## src/rtl/exmem_pipe_stage.sv

```systemverilog
// ---------------------------------------------------------------------------
// exmem_pipe_stage
//   EX -> MEM pipeline register with a valid/ready handshake and a one-entry
//   skid buffer. Instructions leave in order with a single cycle of latency.
//   When the Memory stage stalls, the stage keeps accepting input until both
//   entries are full. Releasing the stall adds no bubble.
//
//   Predicated instructions: when condPassE is low, PCSrc, regWrite and
//   memWrite are cleared as the instruction is captured. The instruction
//   still flows through as a valid nop.
//
//   flush removes every held entry and discards the incoming instruction.
//   A forwarding tap is driven from the main register for the hazard unit.
//   A saturating counter records the number of cycles in which the Memory
//   stage stalled a valid instruction.
//
// Ports
//   clk, rst_n                 clock (rising edge), async active-low reset
//   inValid / inReady          Execute-side handshake (inReady is a flop)
//   aluResultE, writeDataE,
//   WA3E                       payload from Execute
//   PCSrcE, regWriteE,
//   memWriteE, memToRegE       control bits from Execute
//   condPassE                  condition flags satisfied for this instruction
//   flush                      kill all held and incoming instructions
//   outValid / outReady        Memory-side handshake
//   A, WD, WA3M                registered payload
//   PCSrcM, regWriteM,
//   memWriteM, memToRegM       registered controls, 0 while outValid is 0
//   fwdValid, fwdAddr, fwdData forwarding tap (ALU results only, no loads)
//   stallCycles                saturating count of stalled cycles
// ---------------------------------------------------------------------------
module exmem_pipe_stage #(
   parameter int ALU_W = 16,
   parameter int WD_W  = 24,
   parameter int RA_W  = 4,
   parameter int CNT_W = 16
) (
   input  logic             clk,
   input  logic             rst_n,
   input  logic             inValid,
   output logic             inReady,
   input  logic [ALU_W-1:0] aluResultE,
   input  logic [WD_W-1:0]  writeDataE,
   input  logic [RA_W-1:0]  WA3E,
   input  logic             PCSrcE,
   input  logic             regWriteE,
   input  logic             memWriteE,
   input  logic             memToRegE,
   input  logic             condPassE,
   input  logic             flush,
   output logic             outValid,
   input  logic             outReady,
   output logic [ALU_W-1:0] A,
   output logic [WD_W-1:0]  WD,
   output logic [RA_W-1:0]  WA3M,
   output logic             PCSrcM,
   output logic             regWriteM,
   output logic             memWriteM,
   output logic             memToRegM,
   output logic             fwdValid,
   output logic [RA_W-1:0]  fwdAddr,
   output logic [ALU_W-1:0] fwdData,
   output logic [CNT_W-1:0] stallCycles
);

   typedef struct packed {
      logic [ALU_W-1:0] alu;
      logic [WD_W-1:0]  wd;
      logic [RA_W-1:0]  wa3;
      logic             pcsrc;
      logic             regwrite;
      logic             memwrite;
      logic             memtoreg;
   } entry_t;

   entry_t           main_q, main_d;
   entry_t           skid_q, skid_d;
   logic             main_valid_q, main_valid_d;
   logic             skid_valid_q, skid_valid_d;
   logic             in_ready_q, in_ready_d;
   logic [CNT_W-1:0] stall_q, stall_d;

   entry_t in_entry;
   logic   in_xfer;
   logic   out_xfer;

   // Counter increment that sticks at all-ones.
   function automatic logic [CNT_W-1:0] sat_inc(input logic [CNT_W-1:0] v);
      return (&v) ? v : v + 1'b1;
   endfunction

   // Clear the side-effecting controls of an entry without touching its data.
   function automatic entry_t kill_ctrl(input entry_t e);
      entry_t r;
      r          = e;
      r.pcsrc    = 1'b0;
      r.regwrite = 1'b0;
      r.memwrite = 1'b0;
      r.memtoreg = 1'b0;
      return r;
   endfunction

   assign in_xfer  = inValid & in_ready_q;
   assign out_xfer = main_valid_q & outReady;

   // Capture with condition gating. memToReg is kept so that a failed load
   // still reads as a load to the forwarding logic.
   always_comb begin
      in_entry          = '0;
      in_entry.alu      = aluResultE;
      in_entry.wd       = writeDataE;
      in_entry.wa3      = WA3E;
      in_entry.pcsrc    = PCSrcE    & condPassE;
      in_entry.regwrite = regWriteE & condPassE;
      in_entry.memwrite = memWriteE & condPassE;
      in_entry.memtoreg = memToRegE;
   end

   always_comb begin
      main_d       = main_q;
      skid_d       = skid_q;
      main_valid_d = main_valid_q;
      skid_valid_d = skid_valid_q;
      stall_d      = stall_q;

      if (flush) begin
         main_valid_d = 1'b0;
         skid_valid_d = 1'b0;
      end else if (!main_valid_q || out_xfer) begin
         // Main is free this cycle. The skid entry is older, so it moves
         // into main before any new input.
         if (skid_valid_q) begin
            main_d       = skid_q;
            main_valid_d = 1'b1;
            if (in_xfer) begin
               skid_d = in_entry;
            end else begin
               skid_valid_d = 1'b0;
            end
         end else if (in_xfer) begin
            main_d       = in_entry;
            main_valid_d = 1'b1;
         end else begin
            main_valid_d = 1'b0;
         end
      end else if (in_xfer) begin
         skid_d       = in_entry;
         skid_valid_d = 1'b1;
      end

      // Register the controls already cleared, so the outputs come straight
      // from flops and read 0 whenever no instruction is held.
      if (!main_valid_d) begin
         main_d = kill_ctrl(main_d);
      end

      in_ready_d = ~skid_valid_d;

      if (main_valid_q && !outReady) begin
         stall_d = sat_inc(stall_q);
      end
   end

   // ---- EX/MEM register boundary ----
   always_ff @(posedge clk or negedge rst_n) begin
      if (!rst_n) begin
         main_q       <= '0;
         skid_q       <= '0;
         main_valid_q <= 1'b0;
         skid_valid_q <= 1'b0;
         in_ready_q   <= 1'b1;
         stall_q      <= '0;
      end else begin
         main_q       <= main_d;
         skid_q       <= skid_d;
         main_valid_q <= main_valid_d;
         skid_valid_q <= skid_valid_d;
         in_ready_q   <= in_ready_d;
         stall_q      <= stall_d;
      end
   end

   assign inReady     = in_ready_q;
   assign outValid    = main_valid_q;
   assign A           = main_q.alu;
   assign WD          = main_q.wd;
   assign WA3M        = main_q.wa3;
   assign PCSrcM      = main_q.pcsrc;
   assign regWriteM   = main_q.regwrite;
   assign memWriteM   = main_q.memwrite;
   assign memToRegM   = main_q.memtoreg;
   assign fwdValid    = main_valid_q & main_q.regwrite & ~main_q.memtoreg;
   assign fwdAddr     = main_q.wa3;
   assign fwdData     = main_q.alu;
   assign stallCycles = stall_q;

endmodule

```

## config.mk

```make
export PLATFORM = sky130hd
export DESIGN_NAME = exmem_pipe_stage
export DESIGN_NICKNAME = d
export VERILOG_FILES = /design/src/rtl/exmem_pipe_stage.sv
export SDC_FILE = /design/constraint.sdc
export NUM_CORES = 1
export LEC_CHECK = 0
export BUFFER_PORTS_ARGS = -buffer_cell sky130_fd_sc_hd__buf_2
export CORE_MARGIN = 4
export CORE_UTILIZATION = 30
export CTS_CLUSTER_DIAMETER = 120
export DETAILED_ROUTE_END_ITERATION = 6
export GPL_TIMING_DRIVEN = 1
export SYNTH_ARGS = -nofsm -noshare
export SYNTH_HDL_FRONTEND = slang
export SYNTH_SLANG_ARGS = --single-unit
```

## constraint.sdc

```tcl
create_clock -name clk -period 2.1 [get_ports clk]
set_input_delay 0.105 -clock clk [delete_from_list [all_inputs] [get_ports clk]]
set_output_delay 0.105 -clock clk [all_outputs]
set_load 0.02 [all_outputs]
```

==> results.txt <==
* Met3 Track Usage GR: 0.0544
* Fraction of registers with async set or reset after synthesis: 1.00
* Vias in the first global route: 3813
* Clock transition at path regs: 0.05 ns
* Ratio of total power to cell area: 1090 mW/mm2
- Number of setup violations in the final report: 0
- After detailed routing, the total wire length is 11800 um.
- Data required, critical path: 2.38 ns
- Leaving out fill and tap cells, the most frequent cell in the layout is sky130_fd_sc_hd__buf_2.
- The floorplan has 47 rows.
* Placeable core area: 0.0165 mm2
* Layout overhead on the synthesized area: 39.4%
- STA classifies the critical path startpoint as a register.
- Clock tree synthesis inserted a total of 17 buffers.
- Final-layout worst hold slack: 0.0915 ns
* Via count: 3764
- Setup TNS: 0 ns
* Y dimension of the die: 138 um
- After detailed placement, the total cell area comes to 0.00584 mm2.
- The worst setup path is of the register to register kind.
* Max Cap Violations: 0
- Largest net degree at the start of global routing: 116
- Clk_skew: 0.0111 ns
* LEAKAGE: 3.14 nW
- Post-route worst setup slack: 0.206 ns
* CTS tree: yes
* Ratio of cells with drive above 1 in the final layout: 0.383
* Remaining max-slew budget at the tightest pin: 0.572
- In the synthesized netlist the dominant register cell turns out to be sky130_fd_sc_hd__dfrtp_1.
- The run finished with clean final reports.
- In this run, synthesis inferred 0 flip-flops with an integrated enable.
- Worst skew pair latency: 0.41 ns
- The first TritonRoute pass finished after 4 iterations.
* Initial standard-cell utilization of the core: 0.305
- Before CTS, the worst setup slack after placement is 0.213 ns.
- Synth warn: 0
- The H-tree was split into 4 levels.
- The number of antenna violations at the first check in global routing was 1.
- After clock tree synthesis, the repair step resized 0 gates.
- First-pass GRT wire length: 19100 um
- Along the worst path, the maximum fanout reaches 9.
* Area of the multi-input gates: 0.00190 mm2
- Utilization after layout: 0.425
- Total power: 7.68 mW
* Worst-Margin Slew: 0.642 ns
- All-Layer GR Usage: 0.130
- The congestion estimate from routability-driven global placement came to 0.871.
- Minimum clock period: 1.89 ns
- For this run, the post-layout net count is 651.
- The worst hold path belongs to the class input port to register.
- Fin crit share: 0.902
- In the final routed layout, each cell accounts on average for 14.2 um.
* Worst VDD drop: 0.000553 V
* Clock buffer depth: 2
- The finished layout holds 830 standard cells, fillers aside.
- Setup repair after global routing missed its margin: no
* FF+latch count, synth: 115
* Part of the Yosys area used for sequential elements: 0.572
* Final number of max-transition violations: 0
- For this run, design rule violations remaining after detail routing come to 0.
* CTS Root Cell: sky130_fd_sc_hd__clkbuf_16
* CP startpoint: stallCycles[0]
- The layout has 1568 filler cells.
- The wire-length estimate of the detail-placed layout is 7990 um.
- In this run the critical register-to-register path is launched from stallCycles[0].
* Post-Synthesis Cells: 417
* Synth Net Count: 472
- The count of final hold-check violations was 0.
* Type of element capturing the critical path: register
* Met2 track utilization from global routing: 0.214
- After global routing, the most crowded layer is met2.
* Syn Area/Cell: 12.1 um2
* Netlist Area Pre-Place: 0.00503 mm2
- Number of top-level pins: 141
- Die outline area: 0.0189 mm2
- The die is 138 um wide.
* Highest-count cells in the layout ignoring fill and taps: sky130_fd_sc_hd__buf_2, sky130_fd_sc_hd__dfrtp_1, sky130_fd_sc_hd__dlygate4sd3_1
* Met1 usage in global routing: 0.155
- Summing all flip-flop and latch instances after layout gives 0.00288 mm2.
* Iteration-0 DRC count of the detailed router: 124
* Fmax achieved: 0.528 GHz
* Signal arrival time at the worst endpoint: 2.18 ns
- The worst hold path was traced through 3 stages.
* Number of cell instances on the worst register-to-register path: 4
- Number of distinct library cells after synthesis: 35
- HP Start: outReady
- After global routing the overflow that remains totals 0.
- After detailed placement, the design holds a cell count of 744.
- Clock Sinks: 115
- In this run the tool buffered the top-level ports with 140 buffer cells.
* DR vias/cell: 4.53
* Design area: 0.00702 mm2
- In this run the remaining antenna-violating nets after routing total 0.
flip-flops by register name, summed over array words and instances (netlist names):
name	cells
A	16
outValid	1
skid_valid_q	1
memWriteM	1
memToRegM	1
skid_q	48
PCSrcM	1
WD	24
stallCycles	16
WA3M	4
inReady	1
regWriteM	1
report_power, final:
group | total [mW] | switching [mW] | internal, mW
logic | 1.51 | 0.830 | 0.683
clock network | 3.12 | 0.963 | 2.16
registers | 3.04 | 0.327 | 2.71
total | 7.68 | 2.12 | 5.56
cell usage after synthesis, types with 2 or more instances:
library cell               instances  area share
sky130_fd_sc_hd__nand4_1           6      0.0075
sky130_fd_sc_hd__a22o_1            4      0.0070
sky130_fd_sc_hd__o21ai_0           6      0.0060
sky130_fd_sc_hd__and3_1            2      0.0025
sky130_fd_sc_hd__nand2_1          17       0.013
sky130_fd_sc_hd__buf_1             2      0.0015
sky130_fd_sc_hd__nor3_1            2      0.0020
sky130_fd_sc_hd__xnor2_1          12       0.021
sky130_fd_sc_hd__and2_1            2      0.0025
sky130_fd_sc_hd__buf_2            12       0.012
sky130_fd_sc_hd__dfrtp_1         114        0.57
sky130_fd_sc_hd__clkbuf_1          3      0.0022
sky130_fd_sc_hd__mux2i_1          44       0.087
sky130_fd_sc_hd__buf_4            24       0.036
sky130_fd_sc_hd__xor2_1            3      0.0052
sky130_fd_sc_hd__nand4_2           2      0.0050
sky130_fd_sc_hd__mux2_2           46        0.10
sky130_fd_sc_hd__nand3_1           5      0.0050
sky130_fd_sc_hd__nor2_1           50       0.037
sky130_fd_sc_hd__a21oi_1          46       0.046
worst max-delay path: stages (launching register included):
cell                      delay [ns]
sky130_fd_sc_hd__dfrtp_1        0.42
sky130_fd_sc_hd__ha_1           0.26
sky130_fd_sc_hd__nand4_2        0.15
sky130_fd_sc_hd__o41a_1         0.60
sky130_fd_sc_hd__mux2_4         0.35
path summary, 6_finish.rpt:
kind / slack (ns) / end
worst max-delay path: 0.21 / stallCycles[1]
worst min-delay path: 0.09 / outValid
worst max register to register: 0.21 / stallCycles[1]
worst min register to register: 0.48 / skid_q[2]
max in group asynchronous: 1.27 / skid_q[4]
min in group asynchronous: 0.33 / stallCycles[3]
layer usage:
metal	part of all wire	wire (um)
met3	0.073	857
met2	0.49	5780
met5	0	0
met4	0.011	131
met1	0.42	4980
cell type report:
cell class                 instances  area share
antenna                            1    0.000357
multi-input combinational        259       0.270
timing repair buffer             202       0.187
tap                              220      0.0392
clock buffer                      22      0.0661
clock inverter                    10      0.0255
sequential                       115       0.411
inverter                           1    0.000535
timing repair:
| item | 4_1_cts | 5_1_grt |
|---|---|---|
| hold buffers | 53 | 0 |
| hold endpoints to repair | 171 | 0 |
| setup buffers | 0 | 0 |
cells by family after synthesis:
kind of cell             after synthesis  share of synthesized area
flip-flops                           115                      0.572
AND/OR/NAND/NOR                       93                     0.0860
multiplexers                          91                      0.193
AO/OA/AOI/OAI                         59                     0.0656
buffers and inverters                 43                     0.0544
XOR/XNOR                              15                     0.0261
adder cells (fa/ha/maj)                1                    0.00249
(Power assumes the default switching activity.)
